### src/rtl/lzrw1_group_packer.sv
// LZRW1 group packer: collects up to 16 items (literals / copies) from the
// compressor, then emits a 16-bit control word (low byte first) followed by
// the buffered item bytes.
// Ports:
//   clock, reset       - rising-edge clock, async active-low reset
//   in_valid/in_ready  - item handshake; in_ready only while collecting
//   in_is_copy, in_literal, in_offset, in_length, in_last - item payload
//   out_valid/out_ready, out_byte, out_last - packed byte stream
//   err                - sticky flag for dropped illegal copy items
module lzrw1_group_packer #(
  parameter int unsigned GROUP_ITEMS = 16,
  parameter int unsigned BUF_BYTES   = 32
) (
  input  logic        clock,
  input  logic        reset,
  input  logic        in_valid,
  output logic        in_ready,
  input  logic        in_is_copy,
  input  logic [7:0]  in_literal,
  input  logic [11:0] in_offset,
  input  logic [4:0]  in_length,
  input  logic        in_last,
  output logic        out_valid,
  input  logic        out_ready,
  output logic [7:0]  out_byte,
  output logic        out_last,
  output logic        err
);

  localparam int unsigned IDX_W  = $clog2(BUF_BYTES);
  localparam int unsigned CNT_W  = IDX_W + 1;
  localparam int unsigned BIT_W  = $clog2(GROUP_ITEMS);
  localparam int unsigned ITEM_W = BIT_W + 1;

  typedef enum logic [1:0] {COLLECT, EMIT_CLO, EMIT_CHI, EMIT_DATA} state_t;

  state_t                 state, state_nxt;
  logic [ITEM_W-1:0]      item_cnt, item_cnt_nxt;
  logic [CNT_W-1:0]       byte_cnt, byte_cnt_nxt;
  logic [GROUP_ITEMS-1:0] ctrl, ctrl_nxt;
  logic [IDX_W-1:0]       rd_ptr, rd_ptr_nxt;
  logic                   last_flag, last_flag_nxt;
  logic                   err_nxt;
  logic                   in_ready_nxt, out_valid_nxt, out_last_nxt;
  logic [7:0]             out_byte_nxt;
  logic                   illegal;
  logic                   wr_lo_en, wr_hi_en;
  logic [7:0]             wr_lo, wr_hi;
  logic [IDX_W-1:0]       wr_idx;
  logic [7:0]             mem [BUF_BYTES];

  assign wr_idx = byte_cnt[IDX_W-1:0];

  // Item byte buffer; contents are don't-care after reset
  always_ff @(posedge clock) begin
    if (wr_lo_en) mem[wr_idx] <= wr_lo;
    if (wr_hi_en) mem[wr_idx + IDX_W'(1)] <= wr_hi;
  end

  // State and registered outputs
  always_ff @(posedge clock or negedge reset) begin
    if (!reset) begin
      state     <= COLLECT;
      item_cnt  <= '0;
      byte_cnt  <= '0;
      ctrl      <= '0;
      rd_ptr    <= '0;
      last_flag <= 1'b0;
      err       <= 1'b0;
      in_ready  <= 1'b1;
      out_valid <= 1'b0;
      out_byte  <= 8'h00;
      out_last  <= 1'b0;
    end else begin
      state     <= state_nxt;
      item_cnt  <= item_cnt_nxt;
      byte_cnt  <= byte_cnt_nxt;
      ctrl      <= ctrl_nxt;
      rd_ptr    <= rd_ptr_nxt;
      last_flag <= last_flag_nxt;
      err       <= err_nxt;
      in_ready  <= in_ready_nxt;
      out_valid <= out_valid_nxt;
      out_byte  <= out_byte_nxt;
      out_last  <= out_last_nxt;
    end
  end

  // Next state, buffer writes, and next values of the registered outputs
  always_comb begin
    state_nxt     = state;
    item_cnt_nxt  = item_cnt;
    byte_cnt_nxt  = byte_cnt;
    ctrl_nxt      = ctrl;
    rd_ptr_nxt    = rd_ptr;
    last_flag_nxt = last_flag;
    err_nxt       = err;
    wr_lo_en      = 1'b0;
    wr_hi_en      = 1'b0;
    wr_lo         = 8'h00;
    wr_hi         = 8'h00;
    in_ready_nxt  = 1'b0;
    out_valid_nxt = 1'b0;
    out_byte_nxt  = 8'h00;
    out_last_nxt  = 1'b0;
    illegal       = in_is_copy &&
                    (in_length < 5'd3 || in_length > 5'd16 || in_offset == 12'd0);

    case (state)
      COLLECT: begin
        if (in_valid && in_ready) begin
          if (illegal) begin
            err_nxt = 1'b1;
          end else if (in_is_copy) begin
            wr_lo_en = 1'b1;
            wr_hi_en = 1'b1;
            wr_lo    = {in_offset[11:8], 4'(in_length - 5'd1)};
            wr_hi    = in_offset[7:0];
            byte_cnt_nxt = byte_cnt + CNT_W'(2);
            ctrl_nxt[item_cnt[BIT_W-1:0]] = 1'b1;
            item_cnt_nxt = item_cnt + ITEM_W'(1);
          end else begin
            wr_lo_en     = 1'b1;
            wr_lo        = in_literal;
            byte_cnt_nxt = byte_cnt + CNT_W'(1);
            item_cnt_nxt = item_cnt + ITEM_W'(1);
          end
          // A dropped item carrying in_last still closes the group
          if (in_last || item_cnt_nxt == ITEM_W'(GROUP_ITEMS)) begin
            state_nxt     = EMIT_CLO;
            last_flag_nxt = in_last;
          end
        end
      end
      EMIT_CLO: begin
        if (out_ready) state_nxt = EMIT_CHI;
      end
      EMIT_CHI: begin
        if (out_ready) begin
          if (byte_cnt == '0) begin
            state_nxt    = COLLECT;
            item_cnt_nxt = '0;
            ctrl_nxt     = '0;
            rd_ptr_nxt   = '0;
          end else begin
            state_nxt = EMIT_DATA;
          end
        end
      end
      EMIT_DATA: begin
        if (out_ready) begin
          if ({1'b0, rd_ptr} == byte_cnt - CNT_W'(1)) begin
            state_nxt    = COLLECT;
            item_cnt_nxt = '0;
            byte_cnt_nxt = '0;
            ctrl_nxt     = '0;
            rd_ptr_nxt   = '0;
          end else begin
            rd_ptr_nxt = rd_ptr + IDX_W'(1);
          end
        end
      end
      default: state_nxt = COLLECT;
    endcase

    // Outputs are registered, so decode them from the upcoming state
    case (state_nxt)
      COLLECT:  in_ready_nxt = 1'b1;
      EMIT_CLO: begin
        out_valid_nxt = 1'b1;
        out_byte_nxt  = ctrl_nxt[7:0];
      end
      EMIT_CHI: begin
        out_valid_nxt = 1'b1;
        out_byte_nxt  = ctrl_nxt[15:8];
        out_last_nxt  = last_flag_nxt && (byte_cnt_nxt == '0);
      end
      EMIT_DATA: begin
        out_valid_nxt = 1'b1;
        out_byte_nxt  = mem[rd_ptr_nxt];
        out_last_nxt  = last_flag_nxt &&
                        ({1'b0, rd_ptr_nxt} == byte_cnt_nxt - CNT_W'(1));
      end
      default: in_ready_nxt = 1'b0;
    endcase
  end

endmodule

### config.mk
export PLATFORM = sky130hd
export DESIGN_NAME = lzrw1_group_packer
export DESIGN_NICKNAME = d
export VERILOG_FILES = /design/src/rtl/lzrw1_group_packer.sv
export SDC_FILE = /design/constraint.sdc
export NUM_CORES = 1
export LEC_CHECK = 0
export BUFFER_PORTS_ARGS = -buffer_cell sky130_fd_sc_hd__buf_2
export CAP_MARGIN = 10
export CORE_MARGIN = 8
export CORE_UTILIZATION = 30
export DETAILED_ROUTE_END_ITERATION = 16
export PLACE_DENSITY = 0.56
export REMOVE_ABC_BUFFERS = 1
export SLEW_MARGIN = 5
export SYNTH_ARGS = -nofsm -noshare
export SYNTH_HDL_FRONTEND = slang
export SYNTH_SLANG_ARGS = --single-unit
### constraint.sdc
create_clock -name clock -period 3 [get_ports clock]
set_input_delay 0.15 -clock clock [delete_from_list [all_inputs] [get_ports clock]]
set_output_delay 0.15 -clock clock [all_outputs]
set_load 0.02 [all_outputs]
Word-level counts from Yosys, hierarchy flattened. Memories as Yosys holds them, arrays and structs flattened. Cells that the tools add are included.

Register bits after elaboration: 47. Bits in writable memories: 256. Bits of input ports: 31. Output and inout bits: 12. Memories: 1.

Add/sub/neg operators: 8. Order comparisons: 4. Equal/unequal tests: 14. Multiplexer cells: 64. Bitwise operators: 1. Reductions and logical operators: 17.

Memories: mem (words 32, width 8, read ports 1, clocked after memory_dff 0, wr ports 2, RTL line 50) `logic [7:0] mem [BUF_BYTES];`.

Operators by type and width (count): $mux W16 (7); $mux W8 (8); $mux W5 (12); $pmux W16 S3 (1); $mux W6 (5); $pmux W8 S3 (1); $mux W1 (17); $or A16 B16 Y16 (1); $add A5 B1 Y5 const B (3); $pmux W5 S3 (1); $mux W2 (7); $eq A5 B6 Y1 (2); $logic_not A12 Y1 (1); $logic_not A6 Y1 (2); $pmux W6 S2 (1); $sub A6 B1 Y6 const B (2); $ne A2 B2 Y1 const B (5); $pmux W5 S2 (1); $eq A2 B2 Y1 const B (4); $pmux W2 S4 (1); $add A6 B1 Y6 const B (1); $add A6 B2 Y6 const B (1); $reduce_and A6 Y1 (1); $eq A5 B5 Y1 const B (1); 14 further kinds (22).

Logic depth before layout (Yosys ltp). Gate-level depths: netlist of run 1.

Depth in word-level cells: 15. Mapped depth: 16. Mapped depth without buffers: 12.

Least setup slack after synthesis of run 1. OpenSTA, ideal clock, no wires.

Path kind: reg2reg. Start point: register byte_cnt[2]. End point: register out_byte[2]. Data arrival time: 3.105 ns. Required time: 2.866 ns. Slack: -0.238 ns. Cell stages (with the launch flop): 16. Path buffers: 3. Period minus slack after synthesis: 3.238 ns. Cell sequence: dfrtp_1 -> buf_6 -> clkbuf_1 -> inv_1 -> ha_1 -> nand2b_1 -> a211oi_1 -> nor3_2 -> nor2_1 -> o41ai_2 -> nor2_2 -> inv_2 -> buf_6 -> mux2_2 -> a22oi_1 -> nand4_1.

Longest elaborated chain between the ends: 7. Elaborated cells on any way between the ends: 23. Classes of those cells: add/sub (1); eq/ne (4); mux (16); reduce/logical (1); memory (1).

RTL lines: from (decl) (RTL line 39) `logic [CNT_W-1:0] byte_cnt, byte_cnt_nxt;`; from (signal assigned) (RTL line 77) `byte_cnt <= byte_cnt_nxt;`; $sub A6 B1 Y6 (RTL line 152) `if ({1'b0, rd_ptr} == byte_cnt - CNT_W'(1)) begin`; $eq A5 B6 Y1 (RTL line 152); $mux W5 / $mux W2 (equally long branches) (RTL line 152); $mux W5 / $mux W2 (equally long branches) (RTL line 151) `if (out_ready) begin`; $pmux W5 S2 / $pmux W2 S4 (equally long branches) (RTL line 109) `case (state)`; $mem_v2 Z32 W8 (tied with other cells); $pmux W8 S3 * (RTL line 167) `case (state_nxt)`; net out_byte_nxt[2] (RTL line 45) `logic [7:0] out_byte_nxt;`; to (signal assigned) (RTL line 84) `out_byte <= out_byte_nxt;`; to (decl) (RTL line 25) `output logic [7:0] out_byte,`.

Mark *: on every way through the listed nets, which the timed path passes. The rest lies on a longest branch. A chain may end at the register's enable or synchronous reset.

Final worst setup path of run 1.
Start point: register byte_cnt[1]. End point: register out_byte[4].

Same word-level chain as after synthesis.

==> results.sh, run 1 <==
export IMPL_cap_violations=0
export IMPL_io_buffers=42
export IMPL_initial_core_util=0.302
export IMPL_grt_max_degree=48
export IMPL_synth_cell_types=71
export IMPL_dp_hpwl_mm=37.5
export IMPL_post_drt_wl_per_cell_um=21.6
export IMPL_core_area_sq_um=54900
export IMPL_cts_root_buf="clkbuf_16"
export IMPL_synth_area_leaders="edfxtp_1 (46%), a21oi_1 (7.2%), dfrtp_1 (6.9%)"
export IMPL_cellPowerDensity_nw_per_um2=832
export IMPL_relSlewSlack=0.528
export IMPL_fmax_ghz=0.318
export IMPL_synthTopCellsByCount="edfxtp_1 (256), nor2_1 (254), a21oi_1 (240)"
export IMPL_crit_path_start_kind="register"
export IMPL_crit_chain="inv_2 -> buf_4 -> ha_1 -> nand2b_4 -> and3_4 -> buf_4 -> nor3_2 -> buf_4 -> nor2_1 -> o41ai_2 -> nor2_2 -> inv_2 -> buf_12 -> mux2_2 -> a22oi_2 -> buf_4 -> nand4_1"
export IMPL_slowest_stage="dfrtp_1"
export IMPL_critPathTopFamily="buffers and inverters"
export IMPL_die_area_sq_um=63100
export IMPL_dr_pass1_iters=8
export IMPL_cts_sinks=303
export IMPL_min_period_ns=3.14
export IMPL_nets=1904
export IMPL_synth_edff_count=256
export IMPL_path_clk_slew_ns=0.06
export IMPL_end_kind="register"
export IMPL_grt_overflow=0
export IMPL_drt_initial_drc_count=1321
export IMPL_clock_latency_ns=0.54
export IMPL_p_leak_nw=8.35
export IMPL_total_power_mw=17.9
export IMPL_timing_final_ws_setup_ns=-0.145
export IMPL_synth_main_ff_cell="edfxtp_1"
export IMPL_cts_tree="yes"
export IMPL_area_growth_pct=29.4
export IMPL_cts_htree_levels=2
export IMPL_rsz0062_at_grt="true"
export IMPL_grt_antenna_before_repair=1
export IMPL_status="complete, but fails checks"
export IMPL_via_count=13800
export IMPL_max_stage_delay_ns=0.39
export IMPL_yosysWarnings=0
export IMPL_viasPerCell=5.33
export IMPL_stdcell_area_sq_um=21500
export IMPL_post_route_drc_count=0
export IMPL_skew_ns=0.0198
export IMPL_vdd_drop_max_mv=0.414
export IMPL_ys_seq_area_frac=0.535
export IMPL_syn_inst=1639
export IMPL_postRouteAntennaNets=0
export IMPL_cts_buffers=35
export IMPL_tightest_slew_ns=0.707
export IMPL_cp_arrival_ns=3.54
export IMPL_place_congestion=0.889
export IMPL_syn_cell_area_sq_um=16600
export IMPL_critPathBufInv=7
export IMPL_setup_viol=9
export IMPL_final_max_slew_viol_count=0
export IMPL_grt_usage=0.170
export IMPL_post_synth_top_count_cell="edfxtp_1"
export IMPL_criticalPathCategory="register to register"
export IMPL_first_global_vias=13400
export IMPL_ys_ff_latch=303
export IMPL_fill_cells=5284
export IMPL_grt_pass1_wl_mm=83.0
export IMPL_critical_path_required_ns=3.39
export IMPL_rows=86
export IMPL_post_place_ws_ns=-0.443
export IMPL_synth_top_cell_by_area="edfxtp_1"
export IMPL_syn_avg_cell_area_sq_um=10.1
export IMPL_synth_top_area_share=0.464
export IMPL_die_w_um=251
export IMPL_violations="negative setup slack"
export IMPL_async_reset_ff_frac=0.155
export IMPL_die_h_um=251
export IMPL_cts_buffer_depth=3
export IMPL_finalWirelength_mm=55.8
export IMPL_hold_class="input port to register"
export IMPL_io_pins=43
export IMPL_place_area_sq_um=19400
export IMPL_hold_violations=0
export IMPL_worst_path_max_fanout=11
export IMPL_cpMostUsedCell="buf_4"
export IMPL_drive_above_1_share=0.279
export IMPL_diodes=0
export IMPL_period_share=1.05
-- metal layers --
layer | routed length [um] | global-route usage
met1 | 23900 | 0.224
met2 | 26500 | 0.282
met3 | 3880 | 0.0293
met4 | 1490 | 0.0545
met5 | 0 | 0
-- power by group --
| part | leakage [nW] | switching, mW | internal, mW |
|---|---|---|---|
| sequential | 2.99 | 0.151 | 4.98 |
| combinational | 4.79 | 4.57 | 3.82 |
| clock | 0.571 | 1.77 | 2.57 |
| total | 8.35 | 6.49 | 11.4 |
-- tightest hold or removal path, delay by kind of cell --
kind	cells	cell delay (ns)
buffers and inverters	1	0.10
AOI/OAI and AO/OA	1	0.14
and+or+nand+nor	1	0.24
-- layout make-up --
type                            instances  area, sq um  share of cell area
Clock inverter                         18          181             0.00845
Sequential cell                       303         8860               0.413
Timing Repair Buffer                  320         2860               0.133
Timing Repair inverter                  1         8.76            0.000408
Tap cell                              704          881              0.0410
Inverter                               35          144             0.00670
Clock buffer                           46          978              0.0456
Multi-Input combinational cell       1158         7550               0.352
-- sequential cells by signal, summed over array words and instances, names as in the netlist --
| signal | cells |
|---|---|
| byte_cnt | 6 |
| ctrl | 16 |
| err | 1 |
| in_ready | 1 |
| item_cnt | 5 |
| last_flag | 1 |
| mem | 256 |
| out_byte | 8 |
| out_last | 1 |
| out_valid | 1 |
| rd_ptr | 5 |
| state | 2 |
-- timing repair --
action	CTS	global route
pin swaps	25	32
hold buffers	1	0
setup endpoints to repair	9	52
cloned	4	3
gates resized for setup	82	54
buffers inserted	6	11
endpoints found under the hold margin	46	0
-- path summary, 6_finish.rpt --
path,startpoint,end,slack [ns],depth (start not counted)
min in group asynchronous,reset,out_valid,0.28,3
max reg2reg,byte_cnt[1],out_byte[4],-0.14,17
min,in_valid,err,0.13,3
max in group asynchronous,reset,ctrl[15],2.25,3
min reg2reg,err,err,0.46,1
max,byte_cnt[1],out_byte[4],-0.14,17
-- layout by cell type, fill, tap and decap left out, drive strengths merged, types with 6 or more instances in the layout --
master / netlist / layout
a211oi: 35 / 35
a21oi: 242 / 242
a22oi: 24 / 24
a311oi: 32 / 32
a31oi: 10 / 10
and2: 45 / 45
buf: 42 / 315
clkbuf: 101 / 48
clkinv: 2 / 15
dfrtp: 46 / 46
edfxtp: 256 / 256
ha: 19 / 19
inv: 33 / 35
mux2: 50 / 50
mux2i: 103 / 103
nand2: 142 / 142
nand3: 21 / 21
nand4: 13 / 13
nor2: 255 / 255
nor3: 15 / 15
nor4: 7 / 7
o211ai: 6 / 6
o21ai: 57 / 57
xnor2: 11 / 11
xor2: 6 / 6
-- through the flow --
stage               cells  hold slack, ns  setup TNS, ns   util
floorplan            1496          -0.146        -249.99      -
global placement     2498           0.315          -2.56  0.354
detailed placement   2498           0.313          -2.53  0.354
CTS                  2573           0.107         -0.431  0.384
global route         2585           0.157          -2.05  0.391
finish               2585           0.135         -0.739  0.391
-- logic make-up (layout without fill, tap and decap cells) --
kind of cell | after synthesis | in the layout | share of synthesized area
buffers and inverters | 178 | 420 | 0.0437
flip-flops | 303 | 303 | 0.535
AO/OA/AOI/OAI | 440 | 440 | 0.160
adder cells (fa/ha/maj) | 19 | 19 | 0.0143
AND/OR/NAND/NOR | 528 | 528 | 0.140
XOR/XNOR | 18 | 18 | 0.0109
multiplexers | 153 | 153 | 0.0961
Note: power is estimated with default switching activity, not from simulation.
==> run 2, diff against run 1 <==
--- a/config.mk
+++ b/config.mk
@@ -5,6 +5,7 @@
 export SDC_FILE = /design/constraint.sdc
 export NUM_CORES = 1
 export LEC_CHECK = 0
+export ABC_AREA = 1
 export BUFFER_PORTS_ARGS = -buffer_cell sky130_fd_sc_hd__buf_2
 export CAP_MARGIN = 10
 export CORE_MARGIN = 8
==> run 2 against run 1 <==
The flow now finishes without violations. Critical path type unchanged. Critical path depth up 4. Clock power up 2%. Sequential power down 8.4%. Non-clock buffer count down 118. Utilization down 2.2 points. Design area down 5.1%. Largest cell class unchanged.
==> results.sh, run 2 <==
export IMPL_hold_class="input port to register"
export IMPL_fmax_ghz=0.348
export IMPL_stdcell_area_sq_um=20400
export IMPL_syn_inst=2036
export IMPL_initial_core_util=0.304
export IMPL_end_kind="register"
export IMPL_nets=2185
export IMPL_instances_no_fill=2912
export IMPL_cts_buffer_depth=3
export IMPL_largest_register_ffs=256
export IMPL_top_register="mem"
export IMPL_criticalPathCategory="register to register"
export IMPL_via_count=15100
export IMPL_synth_edff_count=256
export IMPL_synth_cell_types=40
export IMPL_largest_registers="mem (256), ctrl (16), out_byte (8)"
export IMPL_cts_root_buf="clkbuf_16"
export IMPL_setup_tns_ns=0
export IMPL_diodes=0
export IMPL_viasPerCell=5.18
export IMPL_ys_seq_area_frac=0.528
export IMPL_async_reset_ff_frac=0.155
export IMPL_synth_main_ff_cell="edfxtp_1"
export IMPL_min_period_ns=2.87
export IMPL_first_global_vias=14300
export IMPL_cellPowerDensity_nw_per_um2=769
export IMPL_dr_pass1_iters=5
export IMPL_ys_ff_latch=303
export IMPL_area_growth_pct=21.3
export IMPL_drive_above_1_share=0.161
export IMPL_vdd_drop_max_mv=0.538
export IMPL_synthTopCellsByCount="nand2_1 (724), o21ai_0 (330), nand3_1 (299)"
export IMPL_io_pins=43
export IMPL_cap_violations=0
export IMPL_skew_ns=0.0186
export IMPL_clock_latency_ns=0.56
export IMPL_worst_path_max_fanout=7
export IMPL_io_buffers=42
export IMPL_status="finished, final reports clean"
export IMPL_synth_top_area_share=0.458
export IMPL_post_synth_top_count_cell="nand2_1"
export IMPL_rows=86
export IMPL_die_w_um=253
export IMPL_critical_path_required_ns=3.43
export IMPL_path_clk_slew_ns=0.06
export IMPL_post_drt_wl_per_cell_um=20.2
export IMPL_syn_cell_area_sq_um=16800
export IMPL_cts_buffers=37
export IMPL_relSlewSlack=0.347
export IMPL_postRouteAntennaNets=0
export IMPL_period_share=0.957
export IMPL_setup_viol=0
export IMPL_cts_tree="yes"
export IMPL_yosysWarnings=0
export IMPL_final_max_slew_viol_count=0
export IMPL_fill_cells=5587
export IMPL_post_route_drc_count=0
export IMPL_tightest_slew_ns=0.978
export IMPL_die_h_um=253
export IMPL_grt_overflow=0
export IMPL_die_area_sq_um=63800
export IMPL_core_area_sq_um=55200
export IMPL_cp_arrival_ns=3.30
export IMPL_synth_area_leaders="edfxtp_1 (46%), nand2_1 (16%), o21ai_0 (9.8%)"
export IMPL_dp_hpwl_mm=37.1
export IMPL_layout_commonest_cell="nand2_1"
export IMPL_cts_htree_levels=2
export IMPL_total_power_mw=15.7
export IMPL_grt_pass1_wl_mm=86.6
export IMPL_numPlacedInstances=2824
export IMPL_finalWirelength_mm=58.9
export IMPL_post_place_ws_ns=0.0277
export IMPL_place_congestion=0.894
export IMPL_syn_avg_cell_area_sq_um=8.25
export IMPL_timing_final_ws_setup_ns=0.130
export IMPL_p_leak_nw=7.53
export IMPL_grt_usage=0.175
export IMPL_hold_violations=0
export IMPL_synth_top_cell_by_area="edfxtp_1"
export IMPL_grt_max_degree=66
export IMPL_drt_initial_drc_count=1911
export IMPL_grt_antenna_before_repair=0
export IMPL_place_area_sq_um=18600
export IMPL_cts_sinks=303
export IMPL_crit_path_start_kind="register"
export IMPL_final_cell_mix="nand2_1 (719), o21ai_0 (330), nand3_1 (267)"
[run 2: changes by cell type in the layout (fill, tap and decap cells not counted), moves of 31 or more]
cell     previous run  this run
nand3_1            21       267
mux2i_1            99         0
buf_4             229       125
nand2_1           141       719
a21oi_1           236         7
mux2_2             37         0
nor2_1            252        35
o21ai_0            41       330
inv_1              27        68
nand3_2             0        31
[run 2: what timing repair did]
action / in CTS / in global routing
gates resized for setup: 0 / 64
setup buffers: 0 / 8
endpoints found under the hold margin: 28 / 0
setup endpoints to repair: 0 / 9
hold buffers: 2 / 0
[run 2: per-stage QoR]
stage          hold WS, ns  utilization
4_1_cts             0.0251        0.359
3_3_place_gp         0.239        0.337
3_5_place_dp         0.257        0.337
2_1_floorplan       -0.146            -
5_1_grt             0.0710        0.369
6_report            0.0378        0.369
[run 2: logic make-up after synthesis]
logic type               after synthesis  share of synthesized area
AND/OR/NAND/NOR                     1112                      0.282
buffers and inverters                229                     0.0588
flip-flops                           303                      0.528
AO/OA/AOI/OAI                        364                      0.113
XOR/XNOR                               9                    0.00469
adder cells (fa/ha/maj)               19                     0.0141
[run 2: final timing paths]
| kind | slack (ns) | from | cells past startpoint | to |
|---|---|---|---|---|
| worst max register to register | 0.13 | byte_cnt[1] | 21 | out_byte[3] |
| max in group asynchronous | 1.94 | reset | 3 | in_ready |
| min in group asynchronous | 0.23 | reset | 2 | ctrl[5] |
| worst min-delay path | 0.04 | in_offset[4] | 3 | mem[29][4] |
| worst max-delay path | 0.13 | byte_cnt[1] | 21 | out_byte[3] |
| worst min register to register | 0.46 | err | 1 | err |
[run 2: cell type report]
cell class / instances / area [sq um] / area share
repair buffers: 202 / 1840 / 0.0904
well taps: 748 / 936 / 0.0459
multi-input cells: 1504 / 7220 / 0.354
inverters: 87 / 347 / 0.0170
clock inverters: 19 / 191 / 0.00939
flip-flops and latches: 303 / 8860 / 0.435
clock buffers: 49 / 981 / 0.0481
[run 2: power by group]
part / switching, mW / total [mW] / internal (mW)
clock network: 1.84 / 4.43 / 2.58
logic: 4.34 / 6.54 / 2.20
registers: 0.0961 / 4.70 / 4.61
[run 2: metal layers]
metal	track usage	wire, um
met2	0.296	28500
met3	0.0205	4190
met4	0.0602	1870
met1	0.231	24300
met5	0	0
[run 2: worst max-delay path: stages, from the launching register on]
cell and delay, ns:
dfrtp_1 0.36, inv_2 0.07, ha_2 0.33, inv_1 0.05, nand2_1 0.06, nand2_1 0.05, nor2_1 0.07, nand3_1 0.11
nor2_4 0.13, nand3_4 0.12, nand2_8 0.13, o21ai_4 0.07, buf_4 0.17, clkinv_8 0.08, clkbuf_16 0.17, nand3_1 0.11
nand3_1 0.09, nand3_1 0.15, nand2_1 0.11, nand2_1 0.13, nand3_2 0.13, nand2_1 0.06
==> run 3, diff against run 2 <==
--- a/config.mk
+++ b/config.mk
@@ -11,8 +11,9 @@
 export CORE_MARGIN = 8
 export CORE_UTILIZATION = 30
 export DETAILED_ROUTE_END_ITERATION = 16
-export PLACE_DENSITY = 0.56
+export PLACE_DENSITY = 0.54
 export REMOVE_ABC_BUFFERS = 1
+export SKIP_CTS_REPAIR_TIMING = 1
 export SLEW_MARGIN = 5
 export SYNTH_ARGS = -nofsm -noshare
 export SYNTH_HDL_FRONTEND = slang
==> constraint.sdc (replaced) <==
create_clock -name clock -period 2.8 [get_ports clock]
set_input_delay 0.14 -clock clock [delete_from_list [all_inputs] [get_ports clock]]
set_output_delay 0.14 -clock clock [all_outputs]
set_load 0.02 [all_outputs]
==> run 3 against run 2 <==
The flow now finishes with violations (negative setup slack). Wire length is 8.5% higher. Sequential power is 6.6% higher. Combinational power is 45% higher. Largest power group unchanged.
==> results.sh, run 3 (synthesis results as in run 2) <==
export IMPL_area_growth_pct=31.3
export IMPL_drive_above_1_share=0.260
export IMPL_dp_hpwl_mm=40.1
export IMPL_violations="negative setup slack"
export IMPL_cp_arrival_ns=3.26
export IMPL_intPower_mw=11.4
export IMPL_min_period_ns=2.83
export IMPL_switching_share=0.409
export IMPL_criticalPathCategory="register to register"
export IMPL_fmax_ghz=0.354
export IMPL_combPwrFrac=0.491
export IMPL_post_route_drc_count=0
export IMPL_largest_register_ffs=256
export IMPL_top_register="mem"
export IMPL_tightest_slew_ns=0.874
export IMPL_io_buffers=42
export IMPL_diodes=0
export IMPL_io_pins=43
export IMPL_slowest_stage="dfrtp_1"
export IMPL_first_global_vias=14900
export IMPL_max_stage_delay_ns=0.40
export IMPL_postRouteAntennaNets=0
export IMPL_clock_latency_ns=0.56
export IMPL_worst_path_max_fanout=6
export IMPL_setup_tns_ns=-0.0276
export IMPL_relSlewSlack=0.417
export IMPL_final_cell_mix="nand2_1 (678), o21ai_0 (328), edfxtp_1 (256)"
export IMPL_grt_overflow=0
export IMPL_critPathTopFamily="simple AND/OR/NAND/NOR gates"
export IMPL_crit_path_start_kind="register"
export IMPL_cts_buffers=36
export IMPL_cellPowerDensity_nw_per_um2=875
export IMPL_initial_core_util=0.304
export IMPL_dr_pass1_iters=7
export IMPL_hold_class="input port to register"
export IMPL_cts_tree="yes"
export IMPL_grt_pass1_wl_mm=91.4
export IMPL_crit_chain="inv_2 -> ha_4 -> inv_2 -> nor2_4 -> nand2_1 -> nand2_1 -> nand2_1 -> nand2_2 -> nor2_4 -> nand3_4 -> nand2_8 -> o21ai_4 -> buf_6 -> buf_12 -> buf_4 -> nand3_2 -> nand3_2 -> nand3_2 -> nand2_2 -> nand2_2 -> nand3_4 -> nand2_2"
export IMPL_rows=86
export IMPL_critPathBufInv=5
export IMPL_grt_usage=0.186
export IMPL_final_max_slew_viol_count=0
export IMPL_die_area_sq_um=63800
export IMPL_nets=2253
export IMPL_cpMostUsedCell="nand2_2"
export IMPL_power_frac_seq=0.260
export IMPL_viasPerCell=5.23
export IMPL_via_count=15600
export IMPL_largest_registers="mem (256), ctrl (16), out_byte (8)"
export IMPL_post_drt_wl_per_cell_um=21.4
export IMPL_core_area_sq_um=55200
export IMPL_timing_final_ws_setup_ns=-0.0276
export IMPL_cts_root_buf="clkbuf_16"
export IMPL_die_w_um=253
export IMPL_p_leak_nw=8.16
export IMPL_critical_path_required_ns=3.23
export IMPL_cap_violations=0
export IMPL_cts_htree_levels=2
export IMPL_grt_max_degree=43
export IMPL_die_h_um=253
export IMPL_rsz0062_at_grt="true"
export IMPL_status="complete, but fails checks"
export IMPL_hold_violations=0
export IMPL_skew_ns=0.0189
export IMPL_cts_sinks=303
export IMPL_place_congestion=0.878
export IMPL_end_kind="register"
export IMPL_grt_antenna_before_repair=0
export IMPL_finalWirelength_mm=63.9
export IMPL_drt_initial_drc_count=1518
export IMPL_vdd_drop_max_mv=0.499
export IMPL_layout_commonest_cell="nand2_1"
export IMPL_cts_buffer_depth=3
export IMPL_total_power_mw=19.3
export IMPL_p_clk_frac=0.250
export IMPL_setup_viol=1
export IMPL_power_switching_mw=7.89
export IMPL_period_share=1.01
export IMPL_path_clk_slew_ns=0.06
==> run 3: cell types whose count changed in the layout (fill, tap and decap cells not counted), moves of 5 or more <==
cell and delta:
nand3_2 +85, buf_6 +12, nand3_4 +24, nand2_4 +5
nand3_1 -109, nand2_1 -41, nand2_2 +35, buf_4 +44
buf_12 +6
==> run 3: worst reg2reg max path, cell delays in order, from the launching register on <==
cell and delay [ns]:
dfrtp_1 0.40, inv_2 0.13, ha_4 0.15, inv_2 0.04, nor2_4 0.11, nand2_1 0.07
nand2_1 0.06, nand2_1 0.06, nand2_2 0.09, nor2_4 0.05, nand3_4 0.12, nand2_8 0.08
o21ai_4 0.27, buf_6 0.21, buf_12 0.14, buf_4 0.11, nand3_2 0.10, nand3_2 0.09
nand3_2 0.08, nand2_2 0.10, nand2_2 0.07, nand3_4 0.09, nand2_2 0.07
==> run 3: final cells by class <==
cell class	count	area (sq um)
Timing Repair Buffer	271	2600
Inverter	87	349
Fill cell	5458	33100
Clock buffer	47	963
Clock inverter	17	205
Sequential cell	303	8860
Multi-Input combinational cell	1504	8140
Tap cell	748	936
==> run 3: per-stage QoR <==
step / instances / cell area [sq um] / utilization / worst slack (ns) / hold WS, ns
floorplan: 1894 / 16100 / - / -1.09 / -0.156
finish: 2977 / 22100 / 0.400 / -0.0276 / 0.120
CTS: 2939 / 20200 / 0.367 / -0.217 / -0.290
detailed placement: 2875 / 19100 / 0.345 / -0.179 / 0.303
global route: 2977 / 22100 / 0.400 / -0.159 / 0.121
global placement: 2875 / 19100 / 0.345 / -0.162 / 0.284
==> run 3: path summary, 6_finish.rpt <==
kind	startpoint	endpoint	slack (ns)	cells after the start
setup / recovery	byte_cnt[1]	out_byte[4]	-0.03	22
hold / removal	in_is_copy	err	0.12	2
setup reg to reg	byte_cnt[1]	out_byte[4]	-0.03	22
hold reg to reg	err	err	0.47	1
max in group asynchronous	reset	out_byte[4]	1.85	3
min in group asynchronous	reset	ctrl[3]	0.26	2
==> run 3: per-layer routing <==
| layer | share of wire | vias to the layer above | wire length [um] | GRT usage |
|---|---|---|---|---|
| met1 | 0.42 | 7422 | 26900 | 0.250 |
| met3 | 0.080 | 146 | 5090 | 0.0257 |
| met4 | 0.038 | 0 | 2460 | 0.0798 |
| met5 | 0 | - | 0 | 0 |
| met2 | 0.46 | 737 | 29400 | 0.299 |
| li1 | - | 7275 | - | - |
==> run 3: power by group through the flow <==
stage	Combinational, mW	Clock (mW)	Sequential, mW
after global placement	6.32	0	5.11
final	9.47	4.82	5.01
after global routing	9.97	5.05	5.02
after CTS	6.35	4.89	5.01
after floorplan	3.31	0	5.15
after detailed placement	6.33	0	5.10
